==> config.mk <==
export PLATFORM = sky130hd
export DESIGN_NAME = mc_controller
export DESIGN_NICKNAME = d
export VERILOG_FILES = /design/src/rtl/mips_pkg.sv /design/src/rtl/alu_decoder.sv /design/src/rtl/mc_controller.sv
export SDC_FILE = /design/constraint.sdc
export NUM_CORES = 1
export LEC_CHECK = 0
export CELL_PAD_IN_SITES_DETAIL_PLACEMENT = 2
export CELL_PAD_IN_SITES_GLOBAL_PLACEMENT = 2
export CORE_MARGIN = 1
export CORE_UTILIZATION = 30
export DETAILED_ROUTE_END_ITERATION = 6
export PLACE_DENSITY_LB_ADDON = 0.25
export SLEW_MARGIN = 30
export SYNTH_ARGS = -nofsm -noshare
export SYNTH_HDL_FRONTEND = slang
export SYNTH_SLANG_ARGS = --single-unit
export TNS_END_PERCENT = 5
==> constraint.sdc <==
create_clock -name clk -period 3.15 [get_ports clk]
set_clock_uncertainty 0.2 [all_clocks]
set_input_delay 0.315 -clock clk [delete_from_list [all_inputs] [get_ports clk]]
set_output_delay 0.315 -clock clk [all_outputs]
set_load 0.05 [all_outputs]
==> src/rtl/mips_pkg.sv <==
// Shared types and encodings for the multicycle MIPS controller.
package mips_pkg;

  typedef enum logic [3:0] {
    S_FETCH   = 4'd0,
    S_DECODE  = 4'd1,
    S_MEMADR  = 4'd2,
    S_MEMRD   = 4'd3,
    S_MEMWB   = 4'd4,
    S_MEMWR   = 4'd5,
    S_EXECUTE = 4'd6,
    S_ALUWB   = 4'd7,
    S_BRANCH  = 4'd8,
    S_JUMP    = 4'd9
`ifdef MC_CTRL_ADDI_EN
    ,
    S_ADDIEX  = 4'd10,
    S_ADDIWB  = 4'd11
`endif
  } state_e;

  localparam logic [5:0] OP_RTYPE = 6'b000000;
  localparam logic [5:0] OP_LW    = 6'b100011;
  localparam logic [5:0] OP_SW    = 6'b101011;
  localparam logic [5:0] OP_BEQ   = 6'b000100;
  localparam logic [5:0] OP_ADDI  = 6'b001000;
  localparam logic [5:0] OP_J     = 6'b000010;

  localparam logic [5:0] FUNCT_ADD = 6'b100000;
  localparam logic [5:0] FUNCT_SUB = 6'b100010;
  localparam logic [5:0] FUNCT_AND = 6'b100100;
  localparam logic [5:0] FUNCT_OR  = 6'b100101;
  localparam logic [5:0] FUNCT_SLT = 6'b101010;

  localparam logic [2:0] ALUC_ADD = 3'b010;
  localparam logic [2:0] ALUC_SUB = 3'b110;
  localparam logic [2:0] ALUC_AND = 3'b000;
  localparam logic [2:0] ALUC_OR  = 3'b001;
  localparam logic [2:0] ALUC_SLT = 3'b111;

  localparam logic [1:0] ALUOP_ADD   = 2'b00;
  localparam logic [1:0] ALUOP_SUB   = 2'b01;
  localparam logic [1:0] ALUOP_FUNCT = 2'b10;

  localparam logic [1:0] SRCB_B     = 2'b00;
  localparam logic [1:0] SRCB_FOUR  = 2'b01;
  localparam logic [1:0] SRCB_IMM   = 2'b10;
  localparam logic [1:0] SRCB_IMMSH = 2'b11;

  localparam logic [1:0] PCSRC_ALU    = 2'b00;
  localparam logic [1:0] PCSRC_ALUOUT = 2'b01;
  localparam logic [1:0] PCSRC_JUMP   = 2'b10;

endpackage

==> src/rtl/alu_decoder.sv <==
// ALUOp/Funct to ALUControl decode; funct_valid_o flags the supported R-type functs.
module alu_decoder
  import mips_pkg::*;
(
  input  logic [1:0] alu_op_i,
  input  logic [5:0] funct_i,
  output logic [2:0] alu_control_o,
  output logic       funct_valid_o
);

  logic [2:0] funct_ctrl_s;

  always_comb begin
    funct_ctrl_s  = ALUC_ADD;
    funct_valid_o = 1'b0;
    case (funct_i)
      FUNCT_ADD: begin funct_ctrl_s = ALUC_ADD; funct_valid_o = 1'b1; end
      FUNCT_SUB: begin funct_ctrl_s = ALUC_SUB; funct_valid_o = 1'b1; end
      FUNCT_AND: begin funct_ctrl_s = ALUC_AND; funct_valid_o = 1'b1; end
      FUNCT_OR:  begin funct_ctrl_s = ALUC_OR;  funct_valid_o = 1'b1; end
      FUNCT_SLT: begin funct_ctrl_s = ALUC_SLT; funct_valid_o = 1'b1; end
      default:   begin funct_ctrl_s = ALUC_ADD; funct_valid_o = 1'b0; end
    endcase
  end

  always_comb begin
    case (alu_op_i)
      ALUOP_ADD:   alu_control_o = ALUC_ADD;
      ALUOP_SUB:   alu_control_o = ALUC_SUB;
      ALUOP_FUNCT: alu_control_o = funct_ctrl_s;
      default:     alu_control_o = ALUC_ADD;
    endcase
  end

endmodule

==> src/rtl/mc_controller.sv <==
// Multicycle MIPS control FSM with retired-instruction counter.
// Optional addi support is enabled by defining MC_CTRL_ADDI_EN.
module mc_controller
  import mips_pkg::*;
#(
  parameter int CountWidth = 32
) (
  input  logic                  clk,
  input  logic                  RST,
  input  logic [5:0]            Op,
  input  logic [5:0]            Funct,
  input  logic                  Zero,
  output logic                  IorD,
  output logic                  MemWrite,
  output logic                  IRWrite,
  output logic                  RegDst,
  output logic                  MemtoReg,
  output logic                  RegWrite,
  output logic                  ALUSrcA,
  output logic [1:0]            ALUSrcB,
  output logic [2:0]            ALUControl,
  output logic [1:0]            PCSrc,
  output logic                  PCEn,
  output logic                  Illegal,
  output logic                  Retire,
  output logic [CountWidth-1:0] InstrCount
);

  state_e                state_q, state_d;
  logic [CountWidth-1:0] count_q, count_d;
  logic [1:0]            alu_op_s;
  logic                  funct_valid_s;
  logic                  illegal_s, pcwrite_s, branch_s, retire_s;
  logic                  memwrite_s, irwrite_s, regwrite_s;

  alu_decoder u_alu_decoder (
    .alu_op_i      (alu_op_s),
    .funct_i       (Funct),
    .alu_control_o (ALUControl),
    .funct_valid_o (funct_valid_s)
  );

  always_ff @(posedge clk or negedge RST) begin
    if (!RST) state_q <= S_FETCH;
    else      state_q <= state_d;
  end

  always_ff @(posedge clk or negedge RST) begin
    if (!RST) count_q <= '0;
    else      count_q <= count_d;
  end

  assign count_d = retire_s ? count_q + {{(CountWidth-1){1'b0}}, 1'b1} : count_q;

  always_comb begin
    state_d   = state_q;
    illegal_s = 1'b0;
    case (state_q)
      S_FETCH:  state_d = S_DECODE;
      S_DECODE: begin
        case (Op)
          OP_LW, OP_SW: state_d = S_MEMADR;
          OP_RTYPE: begin
            if (funct_valid_s) begin
              state_d = S_EXECUTE;
            end else begin
              state_d   = S_FETCH;
              illegal_s = 1'b1;
            end
          end
          OP_BEQ:  state_d = S_BRANCH;
`ifdef MC_CTRL_ADDI_EN
          OP_ADDI: state_d = S_ADDIEX;
`endif
          OP_J:    state_d = S_JUMP;
          default: begin
            state_d   = S_FETCH;
            illegal_s = 1'b1;
          end
        endcase
      end
      S_MEMADR:  state_d = (Op == OP_LW) ? S_MEMRD : S_MEMWR;
      S_MEMRD:   state_d = S_MEMWB;
      S_MEMWB:   state_d = S_FETCH;
      S_MEMWR:   state_d = S_FETCH;
      S_EXECUTE: state_d = S_ALUWB;
      S_ALUWB:   state_d = S_FETCH;
`ifdef MC_CTRL_ADDI_EN
      S_ADDIEX:  state_d = S_ADDIWB;
      S_ADDIWB:  state_d = S_FETCH;
`endif
      S_BRANCH:  state_d = S_FETCH;
      S_JUMP:    state_d = S_FETCH;
      default:   state_d = S_FETCH;
    endcase
  end

  always_comb begin
    IorD       = 1'b0;
    memwrite_s = 1'b0;
    irwrite_s  = 1'b0;
    RegDst     = 1'b0;
    MemtoReg   = 1'b0;
    regwrite_s = 1'b0;
    ALUSrcA    = 1'b0;
    ALUSrcB    = SRCB_B;
    alu_op_s   = ALUOP_ADD;
    PCSrc      = PCSRC_ALU;
    pcwrite_s  = 1'b0;
    branch_s   = 1'b0;
    retire_s   = 1'b0;
    case (state_q)
      S_FETCH:   begin irwrite_s = 1'b1; pcwrite_s = 1'b1; ALUSrcB = SRCB_FOUR; end
      S_DECODE:  ALUSrcB = SRCB_IMMSH;
      S_MEMADR:  begin ALUSrcA = 1'b1; ALUSrcB = SRCB_IMM; end
      S_MEMRD:   IorD = 1'b1;
      S_MEMWB:   begin regwrite_s = 1'b1; MemtoReg = 1'b1; retire_s = 1'b1; end
      S_MEMWR:   begin IorD = 1'b1; memwrite_s = 1'b1; retire_s = 1'b1; end
      S_EXECUTE: begin ALUSrcA = 1'b1; alu_op_s = ALUOP_FUNCT; end
      S_ALUWB:   begin regwrite_s = 1'b1; RegDst = 1'b1; retire_s = 1'b1; end
`ifdef MC_CTRL_ADDI_EN
      S_ADDIEX:  begin ALUSrcA = 1'b1; ALUSrcB = SRCB_IMM; end
      S_ADDIWB:  begin regwrite_s = 1'b1; retire_s = 1'b1; end
`endif
      S_BRANCH: begin
        ALUSrcA  = 1'b1;
        alu_op_s = ALUOP_SUB;
        branch_s = 1'b1;
        PCSrc    = PCSRC_ALUOUT;
        retire_s = 1'b1;
      end
      S_JUMP:    begin pcwrite_s = 1'b1; PCSrc = PCSRC_JUMP; retire_s = 1'b1; end
      default:   ALUSrcB = SRCB_FOUR;
    endcase
  end

  // Strobes are gated by reset so nothing fires while the FSM is parked in FETCH under reset.
  assign IRWrite    = irwrite_s & RST;
  assign MemWrite   = memwrite_s & RST;
  assign RegWrite   = regwrite_s & RST;
  assign Retire     = retire_s & RST;
  assign Illegal    = illegal_s & RST;
  assign PCEn       = (pcwrite_s | (branch_s & Zero)) & RST;
  assign InstrCount = count_q;

endmodule

==> results.toml <==
[die]
die_h_microns = 85.3
start_util_pct = 31.8
num_io_pins = 64
die_w_microns = 85.3
num_rows = 29
dieArea_sq_um = 7270
coreArea_sq_um = 6530

[final_layout]
utilization_pct = 45.0
mostFrequentLayoutCell = "clkdlybuf4s50_1"
final_cell_mix = "clkdlybuf4s50_1, dfrtp_1, nor2_1"
layout-drive-gt1-share_pct = 11.5
diodes = 0
nets = 296
final_cells = 355
syn_to_final_growth_pct = 41.4

[synthesis]
synth_area_leaders = "dfrtp_1, xnor2_1, xor2_1"
synth_area_leader_cell = "dfrtp_1"
synth_seq_cells = 36
synth_fp_nets = 228
async_flop_share_pct = 100
syn-cell-area_sq_um = 2080
synth_edf_count = 0
seq_area_frac_synth_pct = 43.3
avgSynthCellArea_sq_um = 9.95
yosysUniqueCellTypes = 50
syn_inst = 209
yosys_warnings = 0
ys.flop_type = "dfrtp_1"
synth_top_area_share_pct = 43.3

[place]
pre_cts_ws_ns = 0.393
hpwl_microns = 4560
globalplace.congestion = 0.811
dp.cells = 346
port_buffers = 63

[timing]
fin_setup_tns_ns = 0
hold_viol = 0
finalHoldWorstSlack_ns = 0.297
fmax_mhz = 341
period_share_pct = 93.0
fin_ws_ns = 0.222
slew-limit-headroom_pct = 64.4
worst_pin_slew_ns = 0.533
fin_crit_ns = 2.93
rsz0062_at_grt = "false"
setup_viol = 0
slew_viol_final = 0

[global_routing]
grt.overflow.total = 0
grt_pass1_vias = 1968
grt_max_degree = 26
grt_pass1_wl_microns = 10200
grtUsageTotal_pct = 18.2
antenna_found_initial = 0

[cts]
clkLatencyLatePin_ns = 0.29
cts_tree = "done"
cts_root_buf = "clkbuf_8"
cts_buffers = 5
clk_pin_slew_worst_paths_ns = 0.07
clockBufferDepth = 2
cts_max_level = 2
clock_sinks = 36

[worst_setup_path]
r2r_cells = 5
crit_type = "flop to primary output"
start_kind = "flop"
critPathArrivalTime_ns = 2.41
crit_path_max_fanout = 11
cp.required_ns = 2.63
worstSetupEndpointType = "primary output"

[detailed_routing]
avgRoutedWirePerCell_microns = 17.1
wl_microns = 6060
drtIter0Drc = 23
drc = 0
route.vias.total = 1842
via_per_inst = 5.19
first_pass_iters = 4
detail-route-antenna-nets = 0

[power_and_ir_drop]
p_leak_nw = 1.31
peakVddDrop_mv = 0.301
power_density_nw_per_um2 = 462

[min_path]
hold_class = "primary input to asynchronous set/reset pin"

[run]
max_cap_violations = 0

[status]
status = "finished, final reports clean"
==> cell families (layout without fill, tap and decap cells) <==
logic type	after synthesis	in the layout	synth area share, %
simple gates	109	109	29.9
flops	36	36	43.3
xor+xnor	34	34	14.7
compound gates	12	12	5.54
buf+inv	12	81	3.13
fa+ha+maj	4	4	2.41
mux	2	2	1.02
==> repair_timing <==
| action | 4_1_cts | 5_1_grt |
|---|---|---|
| setup buffers | 0 | 0 |
| hold endpoints to repair | 12 | 0 |
| endpoints found under the setup margin | 0 | 1 |
| hold buffers | 1 | 0 |
| gates resized for setup | 0 | 1 |
==> where the power goes <==
part | switching [W] | leakage, nW | total, W | internal, W
Combinational | 0.000169 | 0.732 | 0.000268 | 0.0000983
Sequential | 0.0000390 | 0.498 | 0.000518 | 0.000479
Clock | 0.000175 | 0.0784 | 0.000571 | 0.000396
==> synth_stat cells, types with 2 or more instances <==
| cell | instances |
|---|---|
| nand3_2 | 2 |
| nor2b_1 | 3 |
| xor2_1 | 13 |
| xnor2_1 | 20 |
| and3_1 | 7 |
| nor3b_1 | 4 |
| inv_1 | 6 |
| dfrtp_1 | 36 |
| nand3_1 | 19 |
| and2_1 | 2 |
| a211o_1 | 2 |
| ha_1 | 4 |
| nor2_1 | 24 |
| buf_4 | 3 |
| nand4_1 | 6 |
| nand2_1 | 17 |
| nand2b_1 | 3 |
| nor3_1 | 6 |
==> critical path: stages (launching register included) <==
cell,delay [ns]
dfrtp_1,0.52
or2b_4,0.32
or3_1,0.36
inv_1,0.11
clkdlybuf4s50_1,0.81
==> metal layers <==
metal,global-route usage (%),vias to the layer above,share of wire [%]
li1,-,858,-
met1,22.6,932,45
met2,31.3,46,50
met3,4.77,6,3.7
met4,4.85,0,1.3
met5,0,-,0
==> stage by stage <==
stage               area [sq um]  total power [W]
floorplan                   2080         0.000683
global placement            2770         0.000791
detailed placement          2770         0.000794
CTS                         2940          0.00137
global route                2940          0.00141
finish                      2940          0.00136
==> sequential cells by signal, summed over array words and instances (netlist names) <==
| name | count |
|---|---|
| state_q | 4 |
| InstrCount | 32 |
==> cell type report <==
cell class              instances  area (sq um)
flip-flops and latches         36           901
well taps                      77          96.3
fillers                       718          3590
inverters                       6          22.5
repair buffers                 67           648
clock buffers                   5          68.8
clock inverters                 3          90.1
multi-input cells             161          1110
==> worst paths after layout <==
check                          startpoint              to  slack [ns]
max                            state_q[2]        PCSrc[0]        0.22
min                                   RST      state_q[3]        0.30
max reg2reg                    state_q[0]  InstrCount[31]        0.82
min reg2reg                InstrCount[22]  InstrCount[22]        0.30
max in group asynchronous             RST  InstrCount[15]        1.80
min in group clk           InstrCount[22]  InstrCount[22]        0.30
(Power assumes the default switching activity.)
